[src/rtl/lcd_backlight_fader.sv]
// Backlight fader: ramps the PWM duty level up and down at a fixed rate toward on/off targets.
// The registered PWM output follows the brightness/counter values one clock later.
module lcd_backlight_fader #(
  parameter int PWM_BITS  = 8,
  parameter int RAMP_DIV  = 4,
  parameter int MAX_LEVEL = 255
) (
  input  logic                clk,
  input  logic                reset,
  input  logic                light_req,
  output logic                backlight_pwm,
  output logic [PWM_BITS-1:0] brightness,
  output logic                busy,
  output logic                at_target
);

  localparam int                  PS_W    = $clog2(RAMP_DIV + 1);
  localparam logic [PS_W-1:0]     PS_LAST = PS_W'(RAMP_DIV - 1);
  localparam logic [PWM_BITS-1:0] MAX_L   = PWM_BITS'(MAX_LEVEL);
  localparam logic [PWM_BITS-1:0] FULL    = '1;

  typedef enum logic [1:0] {
    ST_OFF       = 2'd0,
    ST_RAMP_UP   = 2'd1,
    ST_ON        = 2'd2,
    ST_RAMP_DOWN = 2'd3
  } state_t;

  state_t              state_q, state_d;
  logic [PWM_BITS-1:0] bright_q, bright_d;
  logic [PS_W-1:0]     presc_q, presc_d;
  logic [PWM_BITS-1:0] pwm_cnt_q, pwm_cnt_d;
  logic                pwm_q, pwm_d;

  always_comb begin
    state_d   = state_q;
    bright_d  = bright_q;
    presc_d   = presc_q;
    pwm_cnt_d = pwm_cnt_q + 1'b1;
    // Full scale forces a solid drive, since the counter can never exceed it.
    pwm_d     = (bright_q == FULL) || (pwm_cnt_q < bright_q);

    case (state_q)
      ST_OFF: begin
        bright_d = '0;
        presc_d  = '0;
        if (light_req) state_d = ST_RAMP_UP;
      end
      ST_RAMP_UP: begin
        if (!light_req) begin
          state_d = ST_RAMP_DOWN;
          presc_d = '0;
        end else if (bright_q >= MAX_L) begin
          state_d  = ST_ON;
          bright_d = MAX_L;
          presc_d  = '0;
        end else if (presc_q == PS_LAST) begin
          presc_d  = '0;
          bright_d = bright_q + 1'b1;
          if (bright_d == MAX_L) state_d = ST_ON;
        end else begin
          presc_d = presc_q + 1'b1;
        end
      end
      ST_ON: begin
        bright_d = MAX_L;
        presc_d  = '0;
        if (!light_req) state_d = ST_RAMP_DOWN;
      end
      ST_RAMP_DOWN: begin
        if (light_req) begin
          state_d = ST_RAMP_UP;
          presc_d = '0;
        end else if (bright_q == '0) begin
          state_d = ST_OFF;
          presc_d = '0;
        end else if (presc_q == PS_LAST) begin
          presc_d  = '0;
          bright_d = bright_q - 1'b1;
          if (bright_d == '0) state_d = ST_OFF;
        end else begin
          presc_d = presc_q + 1'b1;
        end
      end
      default: state_d = ST_OFF;
    endcase
  end

  always_ff @(posedge clk) begin
    if (reset) begin
      state_q   <= ST_OFF;
      bright_q  <= '0;
      presc_q   <= '0;
      pwm_cnt_q <= '0;
      pwm_q     <= 1'b0;
    end else begin
      state_q   <= state_d;
      bright_q  <= bright_d;
      presc_q   <= presc_d;
      pwm_cnt_q <= pwm_cnt_d;
      pwm_q     <= pwm_d;
    end
  end

  assign backlight_pwm = pwm_q;
  assign brightness    = bright_q;
  assign busy          = (state_q == ST_RAMP_UP) || (state_q == ST_RAMP_DOWN);
  assign at_target     = (state_q == ST_ON) || (state_q == ST_OFF);

endmodule

[config.mk]
export PLATFORM = sky130hd
export DESIGN_NAME = lcd_backlight_fader
export DESIGN_NICKNAME = d
export VERILOG_FILES = /design/src/rtl/lcd_backlight_fader.sv
export SDC_FILE = /design/constraint.sdc
export NUM_CORES = 1
export LEC_CHECK = 0
export BUFFER_PORTS_ARGS = -buffer_cell sky130_fd_sc_hd__buf_4
export CORE_MARGIN = 3
export CORE_UTILIZATION = 50
export CTS_CLUSTER_DIAMETER = 60
export DETAILED_ROUTE_END_ITERATION = 6
export PLACE_DENSITY = 0.73
export REMOVE_ABC_BUFFERS = 1
export SLEW_MARGIN = 30
export SYNTH_ARGS = -nofsm -noshare
export SYNTH_HDL_FRONTEND = slang
export SYNTH_SLANG_ARGS = --single-unit
[constraint.sdc]
create_clock -name clk -period 2.8 [get_ports clk]
set_input_delay 0.14 -clock clk [delete_from_list [all_inputs] [get_ports clk]]
set_output_delay 0.14 -clock clk [all_outputs]
set_load 0.02 [all_outputs]
==> results.sh, run 1 <==
export IMPL_drv_cap=0
export IMPL_rows=20
export IMPL_synth_area_sq_um=1725
export IMPL_dr_pass1_iters=4
export IMPL_hold_viol=0
export IMPL_synth_area_leaders="dfxtp_1 (26%), ha_1 (13%), nand2_1 (4.1%), a21oi_1 (4.1%), a211o_1 (3.6%)"
export IMPL_path_cells="ha_1 -> nand2_2 -> or4_4 -> a311o_1 -> a32oi_2 -> a21oi_1 -> a311oi_1"
export IMPL_diodes=0
export IMPL_ys_flop_type="dfxtp_1"
export IMPL_cts_setup_buffers=0
export IMPL_syn_inst=215
export IMPL_grt_first_pass_wirelength_mm=7.265
export IMPL_dieWidth_microns=64.75
export IMPL_grt_total_usage_pct=21.51
export IMPL_critPathArrivalTime_ns=2.85
export IMPL_powerDensity_nw_per_um2=783.5
export IMPL_insertion_delay_ns=0.33
export IMPL_synth_edff_count=0
export IMPL_setup_violations=0
export IMPL_die_y_microns=64.75
export IMPL_endpoint_kind="register"
export IMPL_grt_max_degree=20
export IMPL_crit_slowest_cell="dfxtp_1"
export IMPL_synth_top_family_by_area="compound AO/OA/AOI/OAI gates"
export IMPL_yosysTopAreaCell="dfxtp_1"
export IMPL_cts_buffers=3
export IMPL_synth_area_mux_share_pct=3.046
export IMPL_critical_path_required_ns=3.04
export IMPL_dr_first_iter_drc_count=198
export IMPL_yosysWarnings=0
export IMPL_place_area_sq_um=1854
export IMPL_finalWirelength_mm=4.164
export IMPL_synth_avg_cell_area_sq_um=8.025
export IMPL_min_period_ns=2.608
export IMPL_cts_sinks=22
export IMPL_critPathBufInv=0
export IMPL_final_antenna_net_count=0
export IMPL_remaining_drc_errors=0
export IMPL_cts_tree="built"
export IMPL_cp_start_kind="register"
export IMPL_fin_tns_setup_ns=0
export IMPL_worstPathMaxFanout=10
export IMPL_synth_compound_area_share_pct=24.73
export IMPL_wl_per_cell_microns=15.60
export IMPL_layout_commonest_cell="dfxtp_1"
export IMPL_drive_above_1_share_pct=15.70
export IMPL_synth_seq_area_share_pct=25.53
export IMPL_cts_root_buf="clkbuf_4"
export IMPL_grt_overflow=0
export IMPL_cpPeakStageDelay_ns=0.53
export IMPL_slew_limit_headroom_pct=39.83
export IMPL_synth_xor_area_share_pct=4.569
export IMPL_htreeDepth=1
export IMPL_vias_per_cell=6.131
export IMPL_crit_family="compound AO/OA/AOI/OAI gates"
export IMPL_grt_pass1_vias=1550
export IMPL_yosysUniqueCellTypes=51
export IMPL_hold_path_class="primary input to register"
export IMPL_status="completed"
export IMPL_vias=1637
export IMPL_syn_to_final_growth_pct=10.51
export IMPL_holdBufCountCts=0
export IMPL_p_leak_nw=0.7602
export IMPL_fmax_mhz=383.4
export IMPL_fin_skew_ns=0.009272
export IMPL_place_congestion=0.9405
export IMPL_die_area_sq_um=4192
export IMPL_nFillCells=296
export IMPL_clk_path_buf_depth=2
export IMPL_core_sq_um=3178
export IMPL_yosys_area_share_simple_pct=21.83
export IMPL_ys_seq_elements=22
export IMPL_nNetsFinal=245
export IMPL_antenna_found_initial=0
export IMPL_ios=14
export IMPL_port_buffers=13
export IMPL_worst_pin_slew_ns=0.8908
export IMPL_final_area_sq_um=1907
export IMPL_vdd_drop_max_mv=0.3750
export IMPL_cts_resized=0
export IMPL_mostFrequentLayoutCells="dfxtp_1 (22), nand2_1 (19), buf_4 (19)"
export IMPL_rsz0062_at_grt="no"
export IMPL_initial_core_util_pct=54.29
export IMPL_clkTransAtPathRegs_ns=0.14
export IMPL_dp_final_hpwl_mm=2.991
export IMPL_fin_crit_sh_pct=93.15
export IMPL_synthAdderAreaFrac_pct=13.05
export IMPL_slew_violations=0
export IMPL_crit_type="register to register"
export IMPL_synth_top_area_share_pct=25.53
export IMPL_synth_async_sr_flop_share_pct=0
sequential cells by signal, indices dropped and copies added (netlist names):
name and cells:
brightness 8, backlight_pwm 1, presc_q 3, pwm_cnt_q 8, state_q 2
layout make-up:
| class | count | area (sq um) | area share [%] |
|---|---|---|---|
| sequential | 22 | 440.4 | 23.10 |
| clock inverter | 1 | 30.03 | 1.575 |
| clock buffer | 3 | 22.52 | 1.181 |
| inverter | 15 | 56.30 | 2.953 |
| multi-input combinational | 163 | 1160 | 60.83 |
| tap | 44 | 55.05 | 2.887 |
| timing repair buffer | 19 | 142.6 | 7.480 |
metal layers:
metal / share of wire (%) / track usage [%] / wire (microns) / vias to the layer above
met5: 0 / 0 / 0 / -
met4: 0.98 / 6.596 / 41 / 0
met3: 7.0 / 2.946 / 291 / 5
met2: 46 / 34.48 / 1935 / 63
met1: 46 / 29.76 / 1896 / 772
li1: - / - / - / 797
logic make-up after synthesis:
| kind of cell | after synthesis |
|---|---|
| AND/OR/NAND/NOR | 74 |
| AO/OA/AOI/OAI | 58 |
| buffers and inverters | 30 |
| flip-flops | 22 |
| adder cells (fa/ha/maj) | 18 |
| XOR/XNOR | 9 |
| multiplexers | 4 |
per-stage QoR:
| step | instances | worst slack [ns] | power (mW) | hold slack (ns) | util (%) |
|---|---|---|---|---|---|
| global placement | 263 | 0.3996 | 1.214 | 0.4159 | 58.35 |
| detailed placement | 263 | 0.2638 | 1.231 | 0.4387 | 58.35 |
| floorplan | 200 | 0.3249 | 0.9624 | 0.2067 | - |
| global route | 267 | 0.009756 | 1.605 | 0.1352 | 60.00 |
| finish | 267 | 0.1918 | 1.494 | 0.1118 | 60.00 |
| CTS | 267 | 0.2128 | 1.485 | 0.1138 | 60.00 |
synthesized netlist by cell type, types with 3 or more instances:
library cell   n
o21ai_0        7
a211o_1        7
and3_1         5
clkbuf_1       8
dfxtp_1       22
nand3_1       10
buf_2          4
a21o_1         4
nor3_1         8
or2_2          3
ha_1          18
nor2b_1        3
mux2i_1        3
xnor2_1        5
nor2_1        12
inv_1         14
nand2b_1       5
xor2_1         4
a21oi_1       14
nand2_1       19
worst paths after layout:
path | from | end | slack [ns] | cells past startpoint
worst max-delay path | brightness[1]$_SDFFE_PP0P_ | state_q[0]$_SDFFE_PP0P_ | 0.19 | 7
worst min-delay path | reset | brightness[0]$_SDFFE_PP0P_ | 0.11 | 2
worst max register to register | brightness[1]$_SDFFE_PP0P_ | state_q[0]$_SDFFE_PP0P_ | 0.19 | 7
worst min register to register | presc_q[0]$_SDFF_PP0_ | presc_q[0]$_SDFF_PP0_ | 0.45 | 1
where the power goes:
part,internal (mW),total [mW],switching (mW)
clock,0.145,0.259,0.115
combinational,0.330,0.820,0.490
sequential,0.357,0.414,0.0576
total,0.831,1.49,0.663
Note: power is estimated with default switching activity, not from simulation.
==> inputs of run 2 (changes only) <==
--- a/config.mk
+++ b/config.mk
@@ -6,13 +6,12 @@
 export NUM_CORES = 1
 export LEC_CHECK = 0
 export BUFFER_PORTS_ARGS = -buffer_cell sky130_fd_sc_hd__buf_4
-export CORE_MARGIN = 3
-export CORE_UTILIZATION = 50
+export CORE_UTILIZATION = 59
 export CTS_CLUSTER_DIAMETER = 60
 export DETAILED_ROUTE_END_ITERATION = 6
-export PLACE_DENSITY = 0.73
+export PLACE_DENSITY = 0.84
 export REMOVE_ABC_BUFFERS = 1
-export SLEW_MARGIN = 30
+export SLEW_MARGIN = 20
 export SYNTH_ARGS = -nofsm -noshare
 export SYNTH_HDL_FRONTEND = slang
 export SYNTH_SLANG_ARGS = --single-unit
==> run 2 against run 1 <==
Compared with the run above: global-route usage increased by 6.2 points; register-to-register slack improved by 0.02 ns; worst setup slack improved by 0.024 ns; largest cell class unchanged.
==> results.sh, run 2 (synthesis results as in run 1) <==
export IMPL_cts_resized=0
export IMPL_finalWirelength_mm=4.365
export IMPL_grt_first_pass_wirelength_mm=6.913
export IMPL_grt_max_degree=20
export IMPL_place_congestion=0.9708
export IMPL_place_area_sq_um=1838
export IMPL_grt_overflow=0
export IMPL_dr_pass1_iters=5
export IMPL_cts_sinks=22
export IMPL_hold_depth=2
export IMPL_wl_per_cell_microns=17.19
export IMPL_critPathBufInv=0
export IMPL_fmax_mhz=387.0
export IMPL_critPathArrivalTime_ns=2.81
export IMPL_startpoint="brightness[1]$_SDFFE_PP0P_"
export IMPL_die_y_microns=56.08
export IMPL_cts_root_buf="clkbuf_4"
export IMPL_htreeDepth=1
export IMPL_worstSetupEndpoint="state_q[1]$_SDFFE_PP0P_"
export IMPL_port_buffers=13
export IMPL_setup_violations=0
export IMPL_dieWidth_microns=56.08
export IMPL_grt_total_usage_pct=27.74
export IMPL_reg2reg_to="state_q[1]$_SDFFE_PP0P_"
export IMPL_status="completed"
export IMPL_cts_setup_buffers=0
export IMPL_antenna_found_initial=0
export IMPL_cpPeakStageDelay_ns=0.54
export IMPL_fin_tns_setup_ns=0
export IMPL_clkTransAtPathRegs_ns=0.15
export IMPL_cp_depth=7
export IMPL_vdd_drop_max_mv=0.6019
export IMPL_insertion_delay_ns=0.33
export IMPL_dr_first_iter_drc_count=114
export IMPL_crit_type="register to register"
export IMPL_hold_viol=0
export IMPL_die_area_sq_um=3144
export IMPL_rows=19
export IMPL_path_cells="ha_1 -> nand2_2 -> or4_4 -> a311o_1 -> a32oi_2 -> a211oi_1 -> a41o_1"
export IMPL_fin_crit_sh_pct=92.28
export IMPL_worstPathMaxFanout=10
export IMPL_crit_slowest_cell="dfxtp_1"
export IMPL_dp_final_hpwl_mm=3.141
export IMPL_whs_ns=0.1200
export IMPL_rsz0062_at_grt="no"
export IMPL_vias_per_cell=6.575
export IMPL_diodes=0
export IMPL_initial_core_util_pct=62.57
export IMPL_r2r_start="brightness[1]$_SDFFE_PP0P_"
export IMPL_syn_to_final_growth_pct=9.572
export IMPL_grt_pass1_vias=1533
export IMPL_critical_path_required_ns=3.02
export IMPL_cts_tree="built"
export IMPL_core_sq_um=2758
export IMPL_final_area_sq_um=1891
export IMPL_drv_cap=0
export IMPL_slew_violations=0
export IMPL_nNetsFinal=245
export IMPL_final_antenna_net_count=0
export IMPL_drive_above_1_share_pct=15.70
export IMPL_clk_path_buf_depth=2
export IMPL_worst_pin_slew_ns=0.8426
export IMPL_fin_skew_ns=0.01373
export IMPL_cp_start_kind="register"
export IMPL_finalWorstSetupSlack_ns=0.2162
export IMPL_mostFrequentLayoutCells="dfxtp_1 (22), nand2_1 (19), buf_4 (19)"
export IMPL_dp_slack_ns=0.3090
export IMPL_ios=14
export IMPL_powerDensity_nw_per_um2=797.9
export IMPL_vias=1670
export IMPL_regToRegSetupSlack_ns=0.22
export IMPL_min_period_ns=2.584
export IMPL_hold_path_class="primary input to register"
export IMPL_crit_family="compound AO/OA/AOI/OAI gates"
export IMPL_holdBufCountCts=0
export IMPL_ff2ff_path_depth=7
export IMPL_endpoint_kind="register"
export IMPL_cts_buffers=3
export IMPL_layout_commonest_cell="dfxtp_1"
export IMPL_remaining_drc_errors=0
export IMPL_slew_limit_headroom_pct=43.09
export IMPL_p_leak_nw=0.7602
[run 2: layer usage]
| metal | global-route usage (%) | share of wire [%] | vias to the layer above | wire length, microns |
|---|---|---|---|---|
| li1 | - | - | 791 | - |
| met1 | 37.10 | 43 | 791 | 1872 |
| met2 | 44.90 | 49 | 73 | 2121 |
| met3 | 3.256 | 5.7 | 15 | 248 |
| met4 | 12.20 | 2.8 | 0 | 122 |
| met5 | 0 | 0 | - | 0 |
[run 2: how the worst min path moves through the flow]
stage | slack (ns) | startpoint | endpoint
final | 0.12 | reset | brightness[5]$_SDFFE_PP0P_
after global routing | 0.13 | reset | brightness[1]$_SDFFE_PP0P_
after global placement | 0.42 | presc_q[0]$_SDFF_PP0_ | presc_q[0]$_SDFF_PP0_
after floorplan | 0.21 | reset | pwm_cnt_q[0]$_SDFF_PP0_
after CTS | 0.12 | reset | brightness[3]$_SDFFE_PP0P_
after detailed placement | 0.43 | presc_q[0]$_SDFF_PP0_ | presc_q[0]$_SDFF_PP0_
[run 2: worst register-to-register path: cells and delay by family, from the launching register on]
kind	cells	cell delay, ns
AOI/OAI and AO/OA	4	0.95
adders and majority gates	1	0.36
DFF	1	0.54
and+or+nand+nor	2	0.63
[run 2: layout make-up]
cell class / count / area [sq um]
well taps: 31 / 38.79
flip-flops and latches: 22 / 440.4
clock inverters: 1 / 30.03
inverters: 15 / 56.30
clock buffers: 3 / 22.52
multi-input cells: 163 / 1160
fillers: 239 / 867.1
repair buffers: 19 / 142.6
[run 2: power by group]
| group | internal, mW | switching (mW) |
|---|---|---|
| sequential | 0.357 | 0.0573 |
| combinational | 0.332 | 0.506 |
| clock | 0.145 | 0.111 |
| total | 0.834 | 0.675 |
[run 2: through the flow]
step,std cells,power [mW],utilization [%]
finish,254,1.509,68.56
global route,254,1.589,68.56
CTS,254,1.492,68.56
detailed placement,250,1.236,66.65
global placement,250,1.208,66.65
floorplan,200,0.9624,-
==> inputs of run 3 (changes only) <==
--- a/config.mk
+++ b/config.mk
@@ -6,10 +6,10 @@
 export NUM_CORES = 1
 export LEC_CHECK = 0
 export BUFFER_PORTS_ARGS = -buffer_cell sky130_fd_sc_hd__buf_4
-export CORE_UTILIZATION = 59
+export CORE_UTILIZATION = 60
 export CTS_CLUSTER_DIAMETER = 60
 export DETAILED_ROUTE_END_ITERATION = 6
-export PLACE_DENSITY = 0.84
+export PLACE_DENSITY = 0.85
 export REMOVE_ABC_BUFFERS = 1
 export SLEW_MARGIN = 20
 export SYNTH_ARGS = -nofsm -noshare
==> constraint.sdc (replaced) <==
create_clock -name clk -period 3.15 [get_ports clk]
set_input_delay 0.1575 -clock clk [delete_from_list [all_inputs] [get_ports clk]]
set_output_delay 0.1575 -clock clk [all_outputs]
set_load 0.02 [all_outputs]
==> run 3 against run 2 <==
Compared with the run above: utilization down 0.50 points; via count decreased by 4.1%; highest routed layer unchanged; sequential share of layout area rose by 0.38 points; cell count fell by 1.6%; sequential cell count unchanged; critical path type unchanged; sequential power shrank 7.2%; clock power decreased by 12%; first-iteration DRC count fell by 29%.
==> results.sh, run 3 (synthesis results as in run 1) <==
export IMPL_powerDensity_nw_per_um2=707.8
export IMPL_drive_above_1_share_pct=14.16
export IMPL_wl_met3_microns=264
export IMPL_holdBufCountCts=0
export IMPL_cts_buffers=3
export IMPL_wl_per_cell_microns=16.67
export IMPL_remaining_drc_errors=0
export IMPL_vias_per_cell=6.408
export IMPL_crit_type="register to register"
export IMPL_worstSetupEndpoint="state_q[1]$_SDFFE_PP0P_"
export IMPL_r2r_start="brightness[0]$_SDFFE_PP0P_"
export IMPL_ios=14
export IMPL_dp_slack_ns=0.5665
export IMPL_rows=19
export IMPL_clk_path_buf_depth=2
export IMPL_ff2ff_path_depth=7
export IMPL_rsz0062_at_grt="no"
export IMPL_syn_to_final_growth_pct=7.831
export IMPL_fin_tns_setup_ns=0
export IMPL_fin_cells=250
export IMPL_place_congestion=0.9676
export IMPL_port_buffers=13
export IMPL_diodes=0
export IMPL_critical_path_required_ns=3.37
export IMPL_dp_final_hpwl_mm=2.963
export IMPL_cp_start_kind="register"
export IMPL_htreeDepth=1
export IMPL_finalWorstSetupSlack_ns=0.5198
export IMPL_cts_resized=0
export IMPL_grt_pass1_vias=1488
export IMPL_die_area_sq_um=3094
export IMPL_cts_tree="built"
export IMPL_grt_overflow=0
export IMPL_path_cells="ha_1 -> nand2_2 -> or4_4 -> a311o_1 -> a32oi_2 -> a211oi_1 -> a41o_1"
export IMPL_die_y_microns=55.63
export IMPL_cts_setup_buffers=0
export IMPL_critPathArrivalTime_ns=2.85
export IMPL_fmax_mhz=380.2
export IMPL_worstPathMaxFanout=12
export IMPL_postLayoutCoreUtil_pct=68.05
export IMPL_wl_met2_mm=2.053
export IMPL_placed_cells=246
export IMPL_vdd_drop_max_mv=0.5891
export IMPL_fin_crit_sh_pct=83.50
export IMPL_multiInputGateArea_sq_um=1160
export IMPL_dieWidth_microns=55.63
export IMPL_whs_ns=0.1316
export IMPL_drv_cap=0
export IMPL_fin_skew_ns=0.01885
export IMPL_cpPeakStageDelay_ns=0.58
export IMPL_hold_path_class="primary input to register"
export IMPL_critPathBufInv=0
export IMPL_crit_family="compound AO/OA/AOI/OAI gates"
export IMPL_mostFrequentLayoutCells="dfxtp_1 (22), nand2_1 (19), ha_1 (18)"
export IMPL_p_leak_nw=0.7387
export IMPL_nFillCells=234
export IMPL_crit_slowest_cell="dfxtp_1"
export IMPL_insertion_delay_ns=0.34
export IMPL_grt_total_usage_pct=28.06
export IMPL_slew_limit_headroom_pct=44.74
export IMPL_drt_met1_wl_mm=1.774
export IMPL_final_antenna_net_count=0
export IMPL_dr_pass1_iters=4
export IMPL_hold_viol=0
export IMPL_clkTransAtPathRegs_ns=0.14
export IMPL_regToRegSetupSlack_ns=0.52
export IMPL_layout_commonest_cell="dfxtp_1"
export IMPL_highest_layer="met4"
export IMPL_min_period_ns=2.630
export IMPL_dr_first_iter_drc_count=81
export IMPL_nNetsFinal=241
export IMPL_reg2reg_to="state_q[1]$_SDFFE_PP0P_"
export IMPL_startpoint="brightness[0]$_SDFFE_PP0P_"
export IMPL_grt_first_pass_wirelength_mm=6.906
export IMPL_vias=1602
export IMPL_endpoint_kind="register"
export IMPL_cts_sinks=22
export IMPL_slew_violations=0
export IMPL_initial_core_util_pct=63.11
export IMPL_cp_depth=7
export IMPL_core_sq_um=2734
export IMPL_status="completed"
export IMPL_hp_start="reset"
export IMPL_setup_violations=0
export IMPL_worst_pin_slew_ns=0.8181
export IMPL_grt_max_degree=20
export IMPL_antenna_found_initial=0
export IMPL_ff_latch_area_sq_um=440.4
export IMPL_cts_root_buf="clkbuf_4"
export IMPL_finalWirelength_mm=4.167
## run 3: metrics by stage
stage | total power, mW | area (sq um)
after global placement | 1.057 | 1808
after floorplan | 0.8555 | 1657
after CTS | 1.312 | 1861
after global routing | 1.396 | 1861
final | 1.317 | 1861
after detailed placement | 1.080 | 1808
## run 3: where the power goes
group	total (mW)	internal, mW	switching (mW)
registers	0.384	0.317	0.0672
clock network	0.226	0.129	0.0969
logic	0.707	0.280	0.427
## run 3: per-layer routing
| layer | up-vias | GRT usage [%] |
|---|---|---|
| li1 | 782 | - |
| met2 | 63 | 44.23 |
| met5 | - | 0 |
| met4 | 0 | 14.29 |
| met1 | 750 | 37.30 |
| met3 | 7 | 4.186 |
## run 3: final cells by class
type,count,share of cell area (%)
well taps,31,2.085
multi-input cells,163,62.34
clock buffers,3,1.210
repair buffers,15,6.052
flip-flops and latches,22,23.67
clock inverters,1,1.614
inverters,15,3.026
## run 3: worst min path at each step
| stage | slack (ns) | endpoint | cells past startpoint |
|---|---|---|---|
| global route | 0.13 | brightness[5]$_SDFFE_PP0P_ | 2 |
| finish | 0.13 | brightness[6]$_SDFFE_PP0P_ | 2 |
| global placement | 0.42 | presc_q[0]$_SDFF_PP0_ | 1 |
| floorplan | 0.22 | pwm_cnt_q[0]$_SDFF_PP0_ | 1 |
| detailed placement | 0.45 | pwm_cnt_q[0]$_SDFF_PP0_ | 1 |
| CTS | 0.11 | brightness[6]$_SDFFE_PP0P_ | 2 |
## run 3: worst reg2reg max path, stage by stage, from the launching register on
cell and delay (ns):
dfxtp_1 0.58, ha_1 0.36, nand2_2 0.11, or4_4 0.54
a311o_1 0.34, a32oi_2 0.26, a211oi_1 0.12, a41o_1 0.22
